### src/rtl/if_stage.sv
// ---------------------------------------------------------------------------
// if_stage -- instruction fetch stage: fetch PC register plus the IF/ID
// pipeline register.
//
// The PC advances to next_pc on every unstalled cycle. The PC is redirected
// to the exception entry on req, or to epc on eret. Either redirect also
// flushes IF/ID with a bubble. A bubble still carries a valid PC, so a later
// interrupt on that bubble records the correct EPC.
//
// A fetch address error (AdEL) is detected on the current pc_f. When it
// occurs, the instruction word is replaced by a nop and the error code is
// passed to decode.
//
// Ports
//   clk       in   1   clock, rising edge
//   reset     in   1   synchronous, active-high
//   next_pc   in   32  next fetch address from the npc unit
//   stall     in   1   hold PC and IF/ID
//   req       in   1   exception/interrupt redirect to EXC_ENTRY, flush IF/ID
//   eret      in   1   return redirect to epc, flush IF/ID
//   epc       in   32  CP0 EPC value
//   bd_f      in   1   current fetch is a branch delay slot
//   im_rdata  in   32  instruction memory read data (combinational on im_addr)
//   im_addr   out  32  instruction memory address (= pc_f), combinational
//   pc_f      out  32  current fetch PC
//   pc4_f     out  32  pc_f + 4, combinational
//   instr_d   out  32  IF/ID instruction
//   pc_d      out  32  IF/ID PC
//   pc4_d     out  32  IF/ID PC + 4
//   exc_d     out  5   IF/ID ExcCode, 0 = none
//   bd_d      out  1   IF/ID delay-slot flag
// ---------------------------------------------------------------------------
module if_stage #(
    parameter logic [31:0] PC_RESET  = 32'h0000_3000,
    parameter logic [31:0] EXC_ENTRY = 32'h0000_4180,
    parameter logic [31:0] IM_BASE   = 32'h0000_3000,
    parameter logic [31:0] IM_END    = 32'h0000_6FFC,
    parameter logic [4:0]  EXC_ADEL  = 5'd4
) (
    input  logic        clk,
    input  logic        reset,
    input  logic [31:0] next_pc,
    input  logic        stall,
    input  logic        req,
    input  logic        eret,
    input  logic [31:0] epc,
    input  logic        bd_f,
    input  logic [31:0] im_rdata,
    output logic [31:0] im_addr,
    output logic [31:0] pc_f,
    output logic [31:0] pc4_f,
    output logic [31:0] instr_d,
    output logic [31:0] pc_d,
    output logic [31:0] pc4_d,
    output logic [4:0]  exc_d,
    output logic        bd_d
);

    localparam int unsigned XLEN  = 32;
    localparam int unsigned EXC_W = 5;

    // IF/ID payload, kept as one packed word so that a flush or a hold
    // acts on every field together.
    typedef struct packed {
        logic [XLEN-1:0]  instr;
        logic [XLEN-1:0]  pc;
        logic [XLEN-1:0]  pc4;
        logic [EXC_W-1:0] exc;
        logic             bd;
    } ifid_t;

    logic [XLEN-1:0] pc_f_q;
    logic [XLEN-1:0] pc_f_d;
    ifid_t           ifid_q;
    ifid_t           ifid_d;

    logic [XLEN-1:0]  pc_plus4;
    logic             fetch_err;
    logic [XLEN-1:0]  fetch_instr;
    logic [EXC_W-1:0] fetch_exc;

    // PC + 4 uses 32-bit modulo arithmetic, so 0xFFFF_FFFC wraps to 0.
    assign pc_plus4 = pc_f_q + XLEN'(4);

    // Fetch check: misaligned, or outside the instruction memory window.
    always_comb begin
        fetch_err   = 1'b0;
        fetch_instr = im_rdata;
        fetch_exc   = '0;
        if ((pc_f_q[1:0] != 2'b00) || (pc_f_q < IM_BASE) || (pc_f_q > IM_END)) begin
            fetch_err = 1'b1;
        end
        if (fetch_err) begin
            fetch_instr = '0;
            fetch_exc   = EXC_ADEL;
        end
    end

    // Next-state selection. Priority is req > eret > stall > advance.
    // Reset is applied in the register process.
    always_comb begin
        pc_f_d = pc_f_q;
        ifid_d = ifid_q;
        if (req) begin
            pc_f_d       = EXC_ENTRY;
            ifid_d.instr = '0;
            ifid_d.pc    = EXC_ENTRY;
            ifid_d.pc4   = EXC_ENTRY + XLEN'(4);
            ifid_d.exc   = '0;
            ifid_d.bd    = 1'b0;
        end else if (eret) begin
            // An eret has no delay slot, and it takes effect even while stalled.
            pc_f_d       = epc;
            ifid_d.instr = '0;
            ifid_d.pc    = epc;
            ifid_d.pc4   = epc + XLEN'(4);
            ifid_d.exc   = '0;
            ifid_d.bd    = 1'b0;
        end else if (!stall) begin
            pc_f_d       = next_pc;
            ifid_d.instr = fetch_instr;
            ifid_d.pc    = pc_f_q;
            ifid_d.pc4   = pc_plus4;
            ifid_d.exc   = fetch_exc;
            ifid_d.bd    = bd_f;
        end
    end

    // State registers with synchronous reset.
    always_ff @(posedge clk) begin
        if (reset) begin
            pc_f_q       <= PC_RESET;
            ifid_q.instr <= '0;
            ifid_q.pc    <= PC_RESET;
            ifid_q.pc4   <= PC_RESET + XLEN'(4);
            ifid_q.exc   <= '0;
            ifid_q.bd    <= 1'b0;
        end else begin
            pc_f_q <= pc_f_d;
            ifid_q <= ifid_d;
        end
    end

    assign pc_f    = pc_f_q;
    assign im_addr = pc_f_q;
    assign pc4_f   = pc_plus4;
    assign instr_d = ifid_q.instr;
    assign pc_d    = ifid_q.pc;
    assign pc4_d   = ifid_q.pc4;
    assign exc_d   = ifid_q.exc;
    assign bd_d    = ifid_q.bd;

endmodule

### config.mk
export PLATFORM = sky130hd
export DESIGN_NAME = if_stage
export DESIGN_NICKNAME = d
export VERILOG_FILES = /design/src/rtl/if_stage.sv
export SDC_FILE = /design/constraint.sdc
export NUM_CORES = 1
export LEC_CHECK = 0
export BUFFER_PORTS_ARGS = -buffer_cell sky130_fd_sc_hd__buf_4
export CORE_MARGIN = 2
export CORE_UTILIZATION = 50
export CTS_CLUSTER_SIZE = 30
export DETAILED_ROUTE_END_ITERATION = 6
export PLACE_DENSITY = 0.84
export SLEW_MARGIN = 20
export SYNTH_ARGS = -nofsm -noshare
export SYNTH_HDL_FRONTEND = slang
export SYNTH_SLANG_ARGS = --single-unit
export TNS_END_PERCENT = 50
### constraint.sdc
create_clock -name clk -period 4.8 [get_ports clk]
set_input_delay 0.48 -clock clk [delete_from_list [all_inputs] [get_ports clk]]
set_output_delay 0.48 -clock clk [all_outputs]
set_load 0.05 [all_outputs]
======== Yosys cells after proc, flatten, opt, wreduce, memory -nomap -nowiden ========
Cells that the tools add are included.
storage, ports and cells
  flip-flop bits (word level) ............. 134
  input bits .............................. 102
  logic and storage cells ................. 29
cells by class
  $add $sub $neg .......................... 2
  order comparisons ....................... 2
  equal/unequal tests ..................... 2
  muxes and demuxes ....................... 9
  reductions and logical operators ........ 5
operator list
  kind                                                          count
  two-way mux 70 bit                                            2
  two-way mux 32 bit                                            3
  adder 32 x 3 -> 32 bit, second input constant                 2
  two-way mux 53 bit                                            1
  > comparator 32 x 15 -> 1 bit, second input constant          1
  less-than comparator 32 x 14 -> 1 bit, second input constant  1
  two-way mux 15 bit                                            1
  two-way mux 3 bit                                             1
  inequality test 3 x 1 -> 1 bit, second input constant         1
  OR reduction 3 bit                                            1
  logical OR 1 bit                                              2
  inequality test 2 x 1 -> 1 bit, second input constant         1
  nonzero test 2 bit                                            1
  OR reduction 2 bit                                            1
  two-way mux 1 bit                                             1

======== Longest topological paths before layout ========
Gate-level depths: netlist of the first run.
  depth after elaboration ................. 8
  gate-level depth with buffers ........... 7
  mapped depth without buffers ............ 6

======== Least setup slack after synthesis of the first run ========
No wires, ideal clock.
  path type ............................... reg-to-output
  start point ............................. reg pc_f_q[5], in the netlist im_addr[5]
  end point ............................... out pc4_f[28]
  data arrival time ....................... 2.551 ns
  required time ........................... 4.320 ns
  setup slack ............................. 1.769 ns
  cell stages (with the launch flop) ...... 7
  path through ............................ dfxtp_1 buf_2 nand4_4 nor4_4 buf_6 nand4_1 xnor2_1
between the ends
  cells in the longest elaborated chain, start to end .. 1
ends and longest elaborated chain
  element                 RTL line  source
  from (decl)             72        logic [XLEN-1:0] pc_f_q;
  from (signal assigned)  139       pc_f_q <= pc_f_d;
  adder 32 x 3 -> 32 bit  83        assign pc_plus4 = pc_f_q + XLEN'(4);
  to (decl)               51        output logic [31:0] pc4_f,
Every way passes these cells.

======== Worst setup path after layout of the first run ========
  start point ............................. reg pc_f_q[16], in the netlist im_addr[16]
  end point ............................... out pc4_f[27]
Same word-level chain as after synthesis.

==> results.cfg, run 1 <==
[finish]
fin_cells = 1202
syn_to_final_growth_pct = 37.0
n_antenna_cell = 0
drive_above_1_share = 0.353
fin_nets = 1117
design_area_mm2 = 0.00935

[clock_network]
cts_root_buf = clkbuf_16
worstSkewPairLatency_ps = 420
cts_max_path_buffers = 2
cts_max_level = 4
post_cts_buffers = 0
cts_made_buffers = 17
cts_tree = done
cts_num_sinks = 128
cts_hold_buf = 0
clk_pin_slew_ps = 60
ctsResizeCount = 0

[run_status]
status = complete, no violations

[timing]
tns_ps = 0
fin_crit_sh = 0.654
rsz0062_at_grt = false
hold_violations = 0
fin_crit_ps = 3140
tightest_slew_ps = 933
setup_viol = 0
timing.fmax_ghz = 0.318
drv_slew = 0
finalClockSkew_ps = 7.80
relSlewSlack = 0.377

[yosys]
yosys.area.top_type_share = 0.376
yosysWarnings = 0
synth_top_area_cell = dfxtp_1
async_flop_share = 0
ys_top_cells_by_area = dfxtp_1 (38%), mux2i_1 (8.8%), buf_4 (4.5%)
yosys_register_bits = 128
synth.avg_cell_area_um2 = 8.66
yosysUniqueCellTypes = 67
synth_ff_type = dfxtp_1
synth.yosys.seq_area_share = 0.376
synth_edf_count = 0
syn_inst = 788
syn_area_mm2 = 0.00682

[grt]
met3_usage = 0.0816
grt_pass1_vias = 6384
grt_antenna_before_repair = 0
busiest_layer = met2
met2_usage = 0.506
grt_max_degree = 74
grt_pass1_wl_um = 34600
overflow = 0
track_usage = 0.299
grtUsageMet1 = 0.362

[floorplanning]
die_y_um = 121
initial_utilization = 0.513
core_area_mm2 = 0.0133
die_w_um = 121
dieArea_mm2 = 0.0146
fp-row-count = 42
io_pins = 300

[critical_path]
critPathSlowestCell = nor4_4
path_max_fanout = 12
critical_path.top_delay_family = simple AND/OR/NAND/NOR gates
path_class = reg -> out
critPathMaxStageDelay_ps = 710
endpoint_kind = output port
worstPathArrival_ps = 2660
worstPathRequired_ps = 4320
crit_chain = nand4_4, nor4_4, nand3_1, xnor2_1, buf_4
critPathLaunchType = register
path_buf_inv = 1

[placed_design]
dp_hpwl_um = 16200
place.gp.congestion = 0.845
placed_area_mm2 = 0.00876
portBuffers = 295
dp_cells = 1169

[route]
vias_per_cell = 5.75
detail_route.wl_per_cell_um = 18.7
dr.pass1.iters = 5
drcViolationCount = 0
drtIter0Drc = 583
vias = 6915
antenna_left = 0
routed_wl_um = 22500

[worst_hold_path]
hold_path_class = in -> reg

[run]
max_cap_violations = 0

[power_and_ir_drop]
p_leak_nw = 4.17
power_density_mw_per_mm2 = 330
ir_drop_v = 0.000229
## registers in the layout, indices dropped and copies added, names as in the netlist
signal   count
exc_d        1
pc_d        32
instr_d     32
bd_d         1
pc4_d       30
im_addr     32
## per-stage QoR
stage               hold WS [ps]  power (W)   util  setup WS (ps)
floorplan                    624    0.00163      -           1770
global placement             459    0.00184  0.659           2070
detailed placement           468    0.00185  0.659           1970
CTS                          285    0.00309  0.702           1690
global route                 292    0.00319  0.703           1510
finish                       292    0.00309  0.703           1660
## synth_stat cells (all sizes together) (2+ instances only)
library cell and instances:
dfxtp 128, buf 63, a21oi 61, nor2 61
mux2i 60, nand2 52, o21ai 50, clkbuf 35
a22oi 32, xnor2 29, nand3 20, nand4 20
xor2 17, and3 15, inv 13, nor4 12
nor3 11, a211oi 10, a31oi 10, and4 10
and2 8, o31ai 8, or2 7, o211ai 6
o22ai 6, nand2b 5, or4 4, a221o 3
o31a 3, o32ai 3, a211o 2, a21o 2
a221oi 2, ha 2, mux2 2, nor2b 2
## worst min-delay path, stage by stage
cell	delay [ps]
buf_4	80
a22oi_1	50
nor2_1	70
## kinds of logic after synthesis
family,share of synthesized area
adders and majority gates,0.00367
AOI/OAI and AO/OA,0.193
buffers and inverters,0.0897
and+or+nand+nor,0.187
DFF,0.376
other,0.000550
muxes,0.0913
xor gates and xnor gates,0.0590
## per-layer routing
| layer | share of wire | vias up | routed length [um] |
|---|---|---|---|
| li1 | - | 3269 | - |
| met1 | 0.40 | 3249 | 9000 |
| met2 | 0.49 | 350 | 11100 |
| met3 | 0.080 | 47 | 1790 |
| met4 | 0.027 | 0 | 605 |
| met5 | 0 | - | 0 |
## cell type report
type,instances,area [um^2]
sequential,128,2560
clock buffer,17,425
fill,1082,3950
clock inverter,15,149
inverter,14,52.6
tap,176,220
multi-input combinational,551,3670
timing repair buffer,301,2270
## path summary, 6_finish.rpt
check	from	to	slack, ps	cells after the start
max	im_addr[16]	pc4_f[27]	1660	5
min	im_rdata[22]	instr_d[22]	290	3
max reg2reg	im_addr[16]	pc4_d[23]	2450	5
min reg2reg	pc_d[17]	pc_d[17]	480	2
## report_power, final
| group | switching (W) | internal, W | total (W) |
|---|---|---|---|
| logic | 0.000451 | 0.000222 | 0.000674 |
| registers | 0.0000561 | 0.00110 | 0.00116 |
| clock network | 0.000527 | 0.000728 | 0.00125 |
| total | 0.00103 | 0.00205 | 0.00309 |
## cell usage in the layout (no fill, tap or decap), types with 29 or more instances in the layout
cell     Yosys  layout
a21oi_1     61      61
a22oi_1     32      32
dfxtp_1    128     128
mux2i_1     60      60
xnor2_1     29      29
nand2_1     52      52
o21ai_0     49      49
buf_4       41     300
nor2_1      60      59
(Power assumes the default switching activity.)
==> run 2: changes to the inputs <==
- ABC_AREA: unset -> 1
- PLACE_DENSITY: 0.84 -> 0.82
- clock period: 4.8 -> 2.9 ns (I/O delays scaled with it)
==> results.cfg, run 2 <==
[yosys]
ys_top_cells_by_area = dfxtp_1 (34%), nand2_1 (22%), inv_1 (6.7%)
synth_ff_type = dfxtp_1
yosys.area.top_type_share = 0.335
yosys_register_bits = 128
synth_edf_count = 0
syn_area_mm2 = 0.00764
yosysWarnings = 0
synth_top_area_cell = dfxtp_1
yosysUniqueCellTypes = 36
synth.avg_cell_area_um2 = 6.11
syn_inst = 1250
synthTopCellsByCount = nand2_1 (444), inv_1 (136), nor2_1 (134), dfxtp_1 (128), nand3_1 (87)
async_flop_share = 0
yosysMostFrequentCell = nand2_1
synth.yosys.seq_area_share = 0.335

[clock_network]
ctsResizeCount = 0
worstSkewPairLatency_ps = 430
cts_made_buffers = 17
cts_root_buf = clkbuf_16
cts_tree = done
cts_hold_buf = 0
clk_pin_slew_ps = 60
cts_max_level = 4
cts_max_path_buffers = 2
cts_num_sinks = 128
post_cts_buffers = 0

[critical_path]
crit_chain = ha_1, nand3_4, nor3_1, nand4_1, and2_1, buf_4
critPathSlowestCell = dfxtp_1
r2r_slack_ps = 920
endpoint_kind = output port
worstPathArrival_ps = 2350
critPathLaunchType = register
path_class = reg -> out
critPathMaxStageDelay_ps = 470
worstPathRequired_ps = 2610
path_max_fanout = 9

[placed_design]
dp_hpwl_um = 22900
place.gp.congestion = 1.03
portBuffers = 295
dp_cells = 1659

[route]
drcViolationCount = 2
vias_per_cell = 5.46
antenna_left = 0
dr.pass1.iters = 7
detail_route.wl_per_cell_um = 17.9
routed_wl_um = 30200
vias = 9241
drtIter0Drc = 956

[timing]
fin_crit_sh = 0.909
tightest_slew_ps = 706
fin_crit_ps = 2640
setup_viol = 0
rsz0062_at_grt = false
finalClockSkew_ps = 8.98
tns_ps = 0
drv_slew = 0
hold_violations = 0
relSlewSlack = 0.529
timing.fmax_ghz = 0.379

[floorplanning]
initial_utilization = 0.506
core_area_mm2 = 0.0151
io_pins = 300
die_y_um = 128
fp-row-count = 45
dieArea_mm2 = 0.0163
die_w_um = 128

[grt]
grt_max_degree = 64
track_usage = 0.363
grtUsageMet1 = 0.449
grt_pass1_wl_um = 45700
grt_antenna_before_repair = 0
grt_pass1_vias = 8537
overflow = 0
met3_usage = 0.0946
met2_usage = 0.600
busiest_layer = met2

[finish]
fin_cells = 1691
syn_to_final_growth_pct = 34.6
final_cell_mix = nand2_1 (444), buf_4 (306), inv_1 (136)
fill_cells = 1386
n_antenna_cell = 0
final_common_cell = nand2_1
drive_above_1_share = 0.247
fin_nets = 1594

[run_status]
status = finished with violations
violations = DRC

[run]
max_cap_violations = 0

[worst_hold_path]
hold_path_class = in -> reg

[power_and_ir_drop]
ir_drop_v = 0.000377
power_density_mw_per_mm2 = 520
p_leak_nw = 5.20
[run 2: changes by cell type in the layout (fill, tap and decap cells not counted), moves of 14 or more]
cell      delta
nand2_1    +392
inv_1      +124
nor2_1      +73
nand3_1     +70
mux2i_1     -60
a22oi_1     -31
nand4_1     +29
xnor2_1     -26
o21ai_0     -19
and3_1      -15
o211ai_1    +14
[run 2: report_power, final]
group	total, W	internal [W]	switching [W]
Sequential	0.00189	0.00182	0.0000734
Clock	0.00228	0.00146	0.000824
Combinational	0.00117	0.000345	0.000823
[run 2: critical path, delay by kind of cell (launching register included)]
family	cells	cell delay, ps
adders and majority gates	1	320
buffers and inverters	1	200
DFF	1	470
and+or+nand+nor	4	930
[run 2: metal layers]
layer,vias to the layer above,wire length (um)
li1,4384,-
met1,4231,11700
met2,552,14300
met3,74,3220
met4,0,1080
met5,-,0
[run 2: final timing paths]
| path | from | end | cells after the start |
|---|---|---|---|
| worst max-delay path | im_addr[2] | pc4_f[18] | 6 |
| worst min-delay path | reset | pc_d[7] | 2 |
| worst max register to register | im_addr[2] | pc4_d[14] | 12 |
| worst min register to register | bd_d | bd_d | 2 |
[run 2: final cells by class]
| cell class | count | area [um^2] | area share |
|---|---|---|---|
| Multi-Input combinational cell | 890 | 4020 | 0.391 |
| Sequential cell | 128 | 2560 | 0.249 |
| Timing Repair Buffer | 306 | 2300 | 0.223 |
| Inverter | 147 | 552 | 0.0537 |
| Clock buffer | 22 | 454 | 0.0442 |
| Tap cell | 188 | 235 | 0.0229 |
| Clock inverter | 10 | 159 | 0.0155 |
[run 2: through the flow]
step / util / setup slack [ps] / hold WS (ps) / power [W] / area, um^2
floorplan: - / 135 / 431 / 0.00268 / 7650
global placement: 0.641 / 801 / 447 / 0.00307 / 9670
detailed placement: 0.641 / 773 / 451 / 0.00308 / 9670
CTS: 0.681 / 288 / 124 / 0.00532 / 10300
global route: 0.681 / 137 / 134 / 0.00548 / 10300
finish: 0.681 / 264 / 134 / 0.00534 / 10300
[run 2: kinds of logic after synthesis]
group,after synthesis,synth area share
AND/OR/NAND/NOR,744,0.411
other,1,0.000491
buffers and inverters,235,0.142
adder cells (fa/ha/maj),2,0.00327
flip-flops,128,0.335
XOR/XNOR,11,0.0126
AO/OA/AOI/OAI,129,0.0953
